`src/rtl/queue_ctrl_if.sv`:
```
`default_nettype none
// +----------------------------------------------------------------------+
// | Module      : queue_ctrl_if                                          |
// | Description : Bundle of signals between the queue controller, its    |
// |               two requesters (A, B) and the attached queue.          |
// |   slave  : controller side (takes commands, drives the queue bus).   |
// |   master : environment side (requesters plus the queue itself).      |
// |   Signals                                                            |
// |     a_/b_valid, a_/b_op[2:0], a_/b_data[7:0] : requester command     |
// |     a_/b_ready, a_/b_rsp                     : handshake, strobe     |
// |     rsp_data[7:0], rsp_err                   : shared response       |
// |     q_apply, q_op[2:0], q_in[7:0]            : command to the queue  |
// |     q_first[7:0], q_second[7:0], q_valid     : queue status          |
// |     level[3:0]                               : shadow element count  |
// | Revision    : 1.0 - initial release                                  |
// +----------------------------------------------------------------------+
interface queue_ctrl_if;
   logic       a_valid;
   logic [2:0] a_op;
   logic [7:0] a_data;
   logic       a_ready;
   logic       a_rsp;
   logic       b_valid;
   logic [2:0] b_op;
   logic [7:0] b_data;
   logic       b_ready;
   logic       b_rsp;
   logic [7:0] rsp_data;
   logic       rsp_err;
   logic       q_apply;
   logic [2:0] q_op;
   logic [7:0] q_in;
   logic [7:0] q_first;
   logic [7:0] q_second;
   logic       q_valid;
   logic [3:0] level;

   modport slave (
      input  a_valid, a_op, a_data, b_valid, b_op, b_data,
      input  q_first, q_second, q_valid,
      output a_ready, a_rsp, b_ready, b_rsp, rsp_data, rsp_err,
      output q_apply, q_op, q_in, level
   );

   modport master (
      output a_valid, a_op, a_data, b_valid, b_op, b_data,
      output q_first, q_second, q_valid,
      input  a_ready, a_rsp, b_ready, b_rsp, rsp_data, rsp_err,
      input  q_apply, q_op, q_in, level
   );
endinterface
`default_nettype wire

```
`src/rtl/queue_ctrl.sv`:
```
`default_nettype none
// +----------------------------------------------------------------------+
// | Module      : queue_ctrl                                             |
// | Description : Two-requester command controller for an external       |
// |               8-bit element queue. Round-robin arbitration, one      |
// |               command per three cycles (IDLE -> EXEC -> RESP), a     |
// |               shadow element count and a terminal FAULT state when   |
// |               the queue reports q_valid=0.                           |
// | Parameters  : DEPTH - queue capacity in elements (2..15)             |
// | Ports       : clk  - clock, rising edge                              |
// |               rst  - asynchronous reset, active low                  |
// |               bus  - queue_ctrl_if.slave (requesters, response,      |
// |                      queue command bus, queue status, level)         |
// | Macro       : QUEUE_CTRL_DIV_EN - when defined, ops 5 (div) and 6    |
// |               (mod) are supported; otherwise they are illegal and    |
// |               no divider is built.                                   |
// | Revision    : 1.0 - initial release                                  |
// +----------------------------------------------------------------------+
module queue_ctrl #(
   parameter int DEPTH = 10
) (
   input wire          clk,
   input wire          rst,
   queue_ctrl_if.slave bus
);

   localparam logic [3:0] c_depth   = 4'(DEPTH);
   localparam logic [2:0] c_op_push = 3'd0;
   localparam logic [2:0] c_op_pop  = 3'd1;
   localparam logic [2:0] c_op_add  = 3'd2;
   localparam logic [2:0] c_op_sub  = 3'd3;
   localparam logic [2:0] c_op_mul  = 3'd4;
`ifdef QUEUE_CTRL_DIV_EN
   localparam logic [2:0] c_op_div  = 3'd5;
   localparam logic [2:0] c_op_mod  = 3'd6;
`endif

   typedef enum logic [1:0] {
      S_IDLE  = 2'd0,
      S_EXEC  = 2'd1,
      S_RESP  = 2'd2,
      S_FAULT = 2'd3
   } state_t;

   state_t     r_state;
   state_t     w_state_nxt;
   logic       r_last_b;     // 1: B won the last grant, so A wins a tie
   logic       r_sel_b;      // requester owning the in-flight command
   logic [2:0] r_op;
   logic [7:0] r_data;
   logic [3:0] r_level;
   logic [7:0] r_rsp_data;
   logic       r_rsp_err;
   logic       r_fault_rsp;  // a command was cut off by a fault, answer it once

   logic       w_grant_a;
   logic       w_grant_b;
   logic       w_accept;
   logic       w_two;
   logic       w_legal;
   logic [7:0] w_result;
   logic       w_exec_ok;
   logic       w_rsp_now;

   // Readies are gated by q_valid so that nothing is accepted in the
   // cycle the controller is about to fault.
   assign w_grant_a = (r_state == S_IDLE) && bus.q_valid && bus.a_valid &&
                      (!bus.b_valid || r_last_b);
   assign w_grant_b = (r_state == S_IDLE) && bus.q_valid && bus.b_valid &&
                      (!bus.a_valid || !r_last_b);
   assign w_accept  = w_grant_a || w_grant_b;
   assign w_two     = (r_level >= 4'd2);

`ifdef QUEUE_CTRL_DIV_EN
   logic       w_s_nz;
   logic [7:0] w_div_s;
   logic [7:0] w_quot;
   logic [7:0] w_rem;

   // The divisor is forced to 1 when S=0; the command is illegal then
   // and the quotient is never used.
   assign w_s_nz  = (bus.q_second != 8'd0);
   assign w_div_s = w_s_nz ? bus.q_second : 8'd1;
   assign w_quot  = bus.q_first / w_div_s;
   assign w_rem   = bus.q_first % w_div_s;
`endif

   // Legality and result of the latched command against the current level
   // and queue head. Ops 2-6 consume two elements and leave one.
   always_comb begin
      w_legal  = 1'b0;
      w_result = 8'd0;
      case (r_op)
         c_op_push: begin
            w_legal  = (r_level < c_depth);
            w_result = r_data;
         end
         c_op_pop: begin
            w_legal  = (r_level != 4'd0);
            w_result = bus.q_first;
         end
         c_op_add: begin
            w_legal  = w_two;
            w_result = bus.q_first + bus.q_second;
         end
         c_op_sub: begin
            w_legal  = w_two;
            w_result = bus.q_first - bus.q_second;
         end
         c_op_mul: begin
            w_legal  = w_two;
            w_result = bus.q_first * bus.q_second;
         end
`ifdef QUEUE_CTRL_DIV_EN
         c_op_div: begin
            w_legal  = w_two && w_s_nz;
            w_result = w_quot;
         end
         c_op_mod: begin
            w_legal  = w_two && w_s_nz;
            w_result = w_rem;
         end
`endif
         default: begin
            w_legal  = 1'b0;
            w_result = 8'd0;
         end
      endcase
   end

   always_comb begin
      w_state_nxt = r_state;
      case (r_state)
         S_IDLE: begin
            if (!bus.q_valid)  w_state_nxt = S_FAULT;
            else if (w_accept) w_state_nxt = S_EXEC;
         end
         S_EXEC: begin
            if (!bus.q_valid) w_state_nxt = S_FAULT;
            else              w_state_nxt = S_RESP;
         end
         S_RESP: begin
            if (!bus.q_valid) w_state_nxt = S_FAULT;
            else              w_state_nxt = S_IDLE;
         end
         S_FAULT: w_state_nxt = S_FAULT;
         default: w_state_nxt = S_IDLE;
      endcase
   end

   assign w_exec_ok    = (r_state == S_EXEC) && bus.q_valid;
   assign w_rsp_now    = (r_state == S_RESP) || ((r_state == S_FAULT) && r_fault_rsp);

   assign bus.a_ready  = w_grant_a;
   assign bus.b_ready  = w_grant_b;
   assign bus.q_apply  = w_exec_ok && w_legal;
   assign bus.q_op     = bus.q_apply ? r_op : 3'd0;
   assign bus.q_in     = bus.q_apply ? w_result : 8'd0;
   assign bus.a_rsp    = w_rsp_now && !r_sel_b;
   assign bus.b_rsp    = w_rsp_now && r_sel_b;
   assign bus.rsp_data = r_rsp_data;
   assign bus.rsp_err  = r_rsp_err;
   assign bus.level    = r_level;

   always_ff @(posedge clk or negedge rst) begin
      if (!rst) begin
         r_state     <= S_IDLE;
         r_last_b    <= 1'b1;
         r_sel_b     <= 1'b0;
         r_op        <= 3'd0;
         r_data      <= 8'd0;
         r_level     <= 4'd0;
         r_rsp_data  <= 8'd0;
         r_rsp_err   <= 1'b0;
         r_fault_rsp <= 1'b0;
      end else begin
         r_state <= w_state_nxt;

         if (w_accept) begin
            r_sel_b  <= w_grant_b;
            r_last_b <= w_grant_b;
            r_op     <= w_grant_b ? bus.b_op   : bus.a_op;
            r_data   <= w_grant_b ? bus.b_data : bus.a_data;
         end

         if (r_state == S_EXEC) begin
            if (!bus.q_valid) begin
               r_rsp_data  <= 8'd0;
               r_rsp_err   <= 1'b1;
               r_fault_rsp <= 1'b1;
            end else if (w_legal) begin
               r_rsp_data <= w_result;
               r_rsp_err  <= 1'b0;
               if (r_op == c_op_push) r_level <= r_level + 4'd1;
               else                   r_level <= r_level - 4'd1;
            end else begin
               r_rsp_data <= 8'd0;
               r_rsp_err  <= 1'b1;
            end
         end

         if (r_state == S_FAULT) begin
            r_fault_rsp <= 1'b0;
         end
      end
   end

endmodule
`default_nettype wire

```
`src/flat_wrapper.sv`:
```
// flat-port wrapper written by rule: the top's interface ports become plain ports
module queue_ctrl_flat 
#(
   parameter int DEPTH = 10
)
  (clk, rst, bus_a_valid, bus_a_op, bus_a_data, bus_b_valid, bus_b_op, bus_b_data, bus_q_first, bus_q_second, bus_q_valid, bus_a_ready, bus_a_rsp, bus_b_ready, bus_b_rsp, bus_rsp_data, bus_rsp_err, bus_q_apply, bus_q_op, bus_q_in, bus_level);
  queue_ctrl_if bus_i ();
  input wire clk;
  input wire rst;
  input wire logic [$bits(bus_i.a_valid)-1:0] bus_a_valid;
  input wire logic [$bits(bus_i.a_op)-1:0] bus_a_op;
  input wire logic [$bits(bus_i.a_data)-1:0] bus_a_data;
  input wire logic [$bits(bus_i.b_valid)-1:0] bus_b_valid;
  input wire logic [$bits(bus_i.b_op)-1:0] bus_b_op;
  input wire logic [$bits(bus_i.b_data)-1:0] bus_b_data;
  input wire logic [$bits(bus_i.q_first)-1:0] bus_q_first;
  input wire logic [$bits(bus_i.q_second)-1:0] bus_q_second;
  input wire logic [$bits(bus_i.q_valid)-1:0] bus_q_valid;
  output wire logic [$bits(bus_i.a_ready)-1:0] bus_a_ready;
  output wire logic [$bits(bus_i.a_rsp)-1:0] bus_a_rsp;
  output wire logic [$bits(bus_i.b_ready)-1:0] bus_b_ready;
  output wire logic [$bits(bus_i.b_rsp)-1:0] bus_b_rsp;
  output wire logic [$bits(bus_i.rsp_data)-1:0] bus_rsp_data;
  output wire logic [$bits(bus_i.rsp_err)-1:0] bus_rsp_err;
  output wire logic [$bits(bus_i.q_apply)-1:0] bus_q_apply;
  output wire logic [$bits(bus_i.q_op)-1:0] bus_q_op;
  output wire logic [$bits(bus_i.q_in)-1:0] bus_q_in;
  output wire logic [$bits(bus_i.level)-1:0] bus_level;
  assign bus_i.a_valid = bus_a_valid;
  assign bus_i.a_op = bus_a_op;
  assign bus_i.a_data = bus_a_data;
  assign bus_i.b_valid = bus_b_valid;
  assign bus_i.b_op = bus_b_op;
  assign bus_i.b_data = bus_b_data;
  assign bus_i.q_first = bus_q_first;
  assign bus_i.q_second = bus_q_second;
  assign bus_i.q_valid = bus_q_valid;
  assign bus_a_ready = bus_i.a_ready;
  assign bus_a_rsp = bus_i.a_rsp;
  assign bus_b_ready = bus_i.b_ready;
  assign bus_b_rsp = bus_i.b_rsp;
  assign bus_rsp_data = bus_i.rsp_data;
  assign bus_rsp_err = bus_i.rsp_err;
  assign bus_q_apply = bus_i.q_apply;
  assign bus_q_op = bus_i.q_op;
  assign bus_q_in = bus_i.q_in;
  assign bus_level = bus_i.level;
  queue_ctrl #(.DEPTH(DEPTH)) u_core (.clk(clk), .rst(rst), .bus(bus_i));
endmodule
```
`config.mk`:
```
export PLATFORM = sky130hd
export DESIGN_NAME = queue_ctrl_flat
export DESIGN_NICKNAME = d
export VERILOG_FILES = /design/src/rtl/queue_ctrl_if.sv /design/src/rtl/queue_ctrl.sv /design/src/flat_wrapper.sv
export SDC_FILE = /design/constraint.sdc
export NUM_CORES = 1
export LEC_CHECK = 0
export CELL_PAD_IN_SITES_DETAIL_PLACEMENT = 0
export CELL_PAD_IN_SITES_GLOBAL_PLACEMENT = 2
export CORE_ASPECT_RATIO = 1.25
export CORE_MARGIN = 5
export CORE_UTILIZATION = 30
export CTS_BUF_LIST = sky130_fd_sc_hd__clkbuf_4 sky130_fd_sc_hd__clkbuf_8
export CTS_CLUSTER_SIZE = 16
export DETAILED_ROUTE_END_ITERATION = 8
export GPL_ROUTABILITY_DRIVEN = 0
export PLACE_DENSITY = 0.85
export SLEW_MARGIN = 20
export SYNTH_ARGS = -nofsm -noshare
export SYNTH_HDL_FRONTEND = slang
export SYNTH_SLANG_ARGS = --single-unit
```
`constraint.sdc`:
```
create_clock -name clk -period 10.23 [get_ports clk]
set_input_delay 1.023 -clock clk [delete_from_list [all_inputs] [get_ports clk]]
set_output_delay 1.023 -clock clk [all_outputs]
set_load 0.03 [all_outputs]
```
* Word level (Yosys, flattened, before mapping)
Index checks and enable logic that the tools add are counted.
** Word-level totals
- Bits of input ports :: 43
- Output and inout port bits :: 29
- Logic and storage cells :: 69
- Flip-flop bits (word level) :: 29
** Cells by class
- Reduce and logical (&&, ||, !) cells :: 25
- Multiply operators :: 1
- Magnitude comparators :: 2
- Mux-type cells :: 19
- Equality and inequality tests :: 9
- Add/sub/neg operators :: 4
** Operators with widths (number)
- case mux 8 bit (5 select lines) :: 1
- 2-to-1 mux 8 bit :: 4
- logical AND 1 bit :: 10
- adder 8 bit :: 1
- multiplier 8 x 8 -> 8 bit :: 1
- case mux 2 bit (4 select lines) :: 1
- subtractor 8 bit :: 1
- == test 3 x 2 -> 1 bit (second input constant) :: 2
- 2-to-1 mux 1 bit :: 6
- 2-to-1 mux 2 bit :: 3
- 2-to-1 mux 3 bit :: 2
- adder 4 x 1 -> 4 bit (second input constant) :: 1
- == test 2 bit (second input constant) :: 2
- >= comparator 4 x 2 -> 1 bit (second input constant) :: 1
- zero test 1 bit :: 4
- logical OR 1 bit :: 4
- less-than comparator 4 bit (second input constant) :: 1
- 2-to-1 mux 4 bit :: 1
- nonzero test 4 bit :: 1
- subtractor 4 x 1 -> 4 bit (second input constant) :: 1
- == test 3 x 1 -> 1 bit (second input constant) :: 1
- == test 3 bit (second input constant) :: 1
- zero test 3 bit :: 1
- != test 3 x 2 -> 1 bit (second input constant) :: 1
- 8 further kinds :: 8

* Logic depth before layout (Yosys ltp)
- Word-level depth :: 8
- Gate-level depth with buffers :: 17
- Mapped depth without buffers :: 16

* Worst setup path after synthesis
Ideal clock, no wire load.
- Kind :: in2out
- Start :: input port bus_q_second[3]
- End :: output port bus_q_in[7]
- Arrival :: 4.895 ns
- Path buffers :: 1
- Data required time :: 9.207 ns
- Cell stages on the path :: 15
- Slack :: 4.312 ns
- Path through :: clkbuf_1 -> nand2_1 -> fa_1 -> fa_1 -> inv_1 -> fa_1 -> inv_1 -> fa_1 -> inv_1 -> ha_1 -> a21oi_1 -> xnor3_1 -> xnor3_1 -> nand3_1 -> a21boi_2
** On the way
- Cells in the longest elaborated chain, start to end :: 3
- Elaborated cells between the ends (all ways) :: 5
- Classes of those cells :: add/sub: 2; mul: 1; mux: 2
** Ends and longest elaborated chain
- start: declaration :: RTL line flat_wrapper.sv:17 : input wire logic [$bits(bus_i.q_second)-1:0] bus_q_second;
- multiplier 8 x 8 -> 8 bit, or another cell as far along :: RTL line queue_ctrl.sv:112 : w_result = bus.q_first * bus.q_second;
- case mux 8 bit (5 select lines) * :: RTL line queue_ctrl.sv:93 : case (r_op)
- 2-to-1 mux 8 bit * :: RTL line queue_ctrl.sv:158 : assign bus.q_in = bus.q_apply ? w_result : 8'd0;
- end: declaration :: RTL line flat_wrapper.sv:27 : output wire logic [$bits(bus_i.q_in)-1:0] bus_q_in;
Mark *: on every way between the ends. The rest lies on a longest branch, timed or not.

* Worst setup path after layout
- Start :: input port bus_q_first[1]
- End :: output port bus_q_in[7]
** On the way
- Cells in the longest elaborated chain, start to end :: 3
- Elaborated cells between the ends (all ways) :: 5
- Classes of those cells :: add/sub: 2; mul: 1; mux: 2
** Ends and longest elaborated chain
- start: declaration :: RTL line flat_wrapper.sv:16 : input wire logic [$bits(bus_i.q_first)-1:0] bus_q_first;
- multiplier 8 x 8 -> 8 bit, or another cell as far along :: RTL line queue_ctrl.sv:112
- case mux 8 bit (5 select lines) * :: RTL line queue_ctrl.sv:93
- 2-to-1 mux 8 bit * :: RTL line queue_ctrl.sv:158
Marks and branches as above.

==> flow_metrics.tcl <==
set metrics [dict create \
    ys_ff_latch 29 \
    yosys-top-cells-area "dfrtp_1 23%, ha_1 11%, fa_1 9.3%" \
    wl_per_cell_um 14.79 \
    hold_viol_final 0 \
    ant_nets 0 \
    root_buffer "clkbuf_8" \
    fin_util 0.3928 \
    ctsResizeCount 0 \
    ys_warn_count 0 \
    dp_cells 547 \
    clock_path_buffers 2 \
    critPathSlowestCell "clkdlybuf4s50_1" \
    fp.dieW_um 99.71 \
    powerDensity_nw_per_um2 88.54 \
    avgSynthCellArea_sq_um 8.406 \
    cpLargestDelayFamily "adder cells" \
    hold_path.class "reg -> reg" \
    grt_pass1_vias 2843 \
    htreeDepth 2 \
    drv_slew 0 \
    dpl.hpwl_mm 6.540 \
    pwr-share-comb 0.386 \
    clock_sinks 29 \
    gr-total-overflow 0 \
    worst-path-stages 16 \
    core_sq_um 9952 \
    cpPeakStageDelay_ns 0.70 \
    worstPathArrival_ns 6.11 \
    synth_ff_type "dfrtp_1" \
    synth_area_leader_cell "dfrtp_1" \
    end_kind "primary output" \
    final_cells 555 \
    yosysSeqAreaShare 0.2409 \
    crit_buf_inv 5 \
    vdd_drop_max_mv 0.06295 \
    die_h_um 122.1 \
    whs_path_depth 2 \
    port_buffers 71 \
    finalCritPeriodShare 0.6969 \
    synth_cell_type_count 49 \
    cp_max_fo 8 \
    drtIter0Drc 72 \
    final_nets 509 \
    die-area_sq_um 12180 \
    maxCapViolCount 0 \
    skew_ns 0.003427 \
    critPathKind "in -> out" \
    max_freq_ghz 0.1403 \
    switchingPower_mw 0.1058 \
    sw_frac_of_total 0.3057 \
    slew-limit-headroom 0.5065 \
    initial_core_util 0.3032 \
    final-setup-viol-count 0 \
    power_frac_seq 0.332 \
    async_flop_share 1.000 \
    cp_common_cell "fa_1" \
    cts.clk_slew.worst_paths_ns 0.06 \
    reg2reg_depth 13 \
    post_cts_buffers 0 \
    grt.total_usage 0.1425 \
    routed_wl_mm 8.210 \
    start_kind "input pin" \
    synth_edf_count 0 \
    min_period_ns 7.129 \
    synth_top_cell_area_share 0.2322 \
    viasPerCell 4.750 \
    syn_inst 359 \
    ioPinCount 72 \
    p_leak_nw 1.848 \
    clk_latency_ns 0.28 \
    cts_tree "built" \
    syn_nets 443 \
    vias 2636 \
    status "finished, final reports clean" \
    worst_slew_pin_slew_ns 0.7394 \
    clkPwrFrac 0.282 \
    netlist_area_sq_um 3018 \
    grt_max_degree 30 \
    num_rows 41 \
    rsz0062_at_grt "false" \
    cts_hold_buf 0 \
    area_delta_synth_final_pct 29.52 \
    internal-power_mw 0.2403 \
    drive_gt1_frac 0.06103 \
    n_antenna_cell 0 \
    first_pass_iters 4 \
    antenna_found_initial 0 \
    grt_pass1_wl_mm 13.99 \
    route.detailed.drc 0 \
    cp_cell_sequence "clkdlybuf4s50_1 -> nand2_1 -> fa_1 -> fa_1 -> inv_1 -> fa_1 -> inv_1 -> fa_1 -> inv_1 -> ha_1 -> a21oi_1 -> xnor3_1 -> xnor3_1 -> nand3_1 -> a21boi_2 -> clkdlybuf4s50_1" \
    cts_buffers 5 \
    setup_tns_ns 0 \
    required_ns 9.21 \
]
==> Yosys cell counts (2+ instances only) <==
cell type / number
nand3_1: 3
buf_2: 2
nor3_1: 4
xnor3_1: 2
clkbuf_8: 3
a21oi_1: 15
and2_2: 4
dfrtp_1: 28
a31oi_1: 12
nor2_1: 40
mux2i_1: 6
o21ai_0: 9
xnor2_1: 18
o22ai_1: 2
inv_1: 40
o21a_1: 9
a21o_1: 9
xor2_1: 7
a211oi_1: 3
nand2_1: 46
nand2b_1: 2
nor2b_1: 3
nand2_2: 2
clkbuf_1: 7
ha_1: 27
mux2_2: 2
and2_1: 16
a22o_1: 2
fa_1: 14
o32ai_1: 3
==> layout make-up <==
class	count	area, sq um
Clock buffer	8	91.34
Fill cell	1035	6043
Inverter	40	150.1
Multi-Input combinational cell	275	2046
Sequential cell	29	726.9
Tap cell	129	161.4
Timing Repair Buffer	74	733.2
==> layer usage <==
| layer | vias up | track usage | share of wire | routed length, um |
|---|---|---|---|---|
| li1 | 1321 | - | - | - |
| met1 | 1248 | 0.1793 | 0.43 | 3559 |
| met2 | 57 | 0.2521 | 0.52 | 4233 |
| met3 | 10 | 0.02291 | 0.038 | 311 |
| met4 | 0 | 0.03672 | 0.013 | 105 |
| met5 | - | 0 | 0 | 0 |
==> cells in the final DEF (no fill, tap or decap), types with 2 or more instances in the layout <==
cell             netlist  layout
nand3_1                3       3
ha_1                  27      27
dfrtp_1               28      28
xnor3_1                2       2
nor2b_1                3       3
clkdlybuf4s50_1        0      71
nand2b_1               2       2
buf_4                  0       3
nor2_1                40      40
o22ai_1                2       2
o21a_1                 9       9
clkbuf_8               3       5
and2_1                16      16
a21o_1                 9       9
nand2_2                2       2
o32ai_1                3       3
xnor2_1               18      18
inv_1                 40      40
a22o_1                 2       2
mux2i_1                6       6
xor2_1                 7       7
and2_2                 4       4
o21ai_0                9       9
a31oi_1               12      12
a211oi_1               3       3
fa_1                  14      14
clkbuf_4               1       3
nand2_1               46      46
nor3_1                 4       4
mux2_2                 2       2
a21oi_1               15      15
==> worst min-delay path, stage by stage (launching register included) <==
cell and delay, ns:
dfstp_2 0.37, nand2_1 0.05, nand2_1 0.05
==> stage by stage <==
stage	power, mW	hold WS (ns)	setup slack, ns	instance area (sq um)
detailed placement	0.2503	0.4667	3.098	3811
CTS	0.3511	0.4771	3.098	3902
global placement	0.2506	0.4562	3.129	3811
floorplan	0.2080	0.4464	4.312	3018
finish	0.3461	0.4730	3.101	3909
global route	0.3723	0.4948	2.828	3909
==> state kept, by name, indices dropped and copies added, names as in the netlist <==
name and count:
u_core.bus.rsp_data 8, u_core.r_data 8, u_core.bus.level 4, u_core.r_op 3, u_core.r_state 2, u_core.bus.rsp_err 1, u_core.r_fault_rsp 1, u_core.r_last_b 1
u_core.r_sel_b 1
==> final timing paths <==
path / start / slack (ns) / endpoint
setup / recovery: bus_q_first[1] / 3.10 / bus_q_in[7]
hold / removal: u_core.r_last_b$_DFFE_PN1P_ / 0.47 / u_core.r_last_b$_DFFE_PN1P_
setup reg to reg: u_core.r_op[2]$_DFFE_PN0P_ / 6.95 / u_core.bus.rsp_data[7]$_DFFE_PN0P_
hold reg to reg: u_core.r_last_b$_DFFE_PN1P_ / 0.47 / u_core.r_last_b$_DFFE_PN1P_
max in group asynchronous: rst / 8.78 / u_core.r_last_b$_DFFE_PN1P_
min in group asynchronous: rst / 1.13 / u_core.bus.level[0]$_DFFE_PN0P_
==> logic make-up (layout without fill, tap and decap cells) <==
group           Yosys count  count (layout)  share of synthesized area
buf+inv                  55             122                    0.08499
simple gates            128             128                     0.1957
xor+xnor                 28              28                    0.09287
compound gates           70              70                     0.1534
mux                       8               8                    0.02736
flops                    29              29                     0.2409
fa+ha+maj                41              41                     0.2048
==> power groups by stage <==
stage          Sequential, mW  Combinational [mW]  Clock [mW]
2_1_floorplan           0.117              0.0912           0
5_1_grt                 0.115               0.152       0.106
3_3_place_gp            0.117               0.134           0
6_report                0.115               0.134      0.0976
3_5_place_dp            0.117               0.134           0
4_1_cts                 0.115               0.136       0.101
No activity file was read; power rests on OpenSTA's default activity.
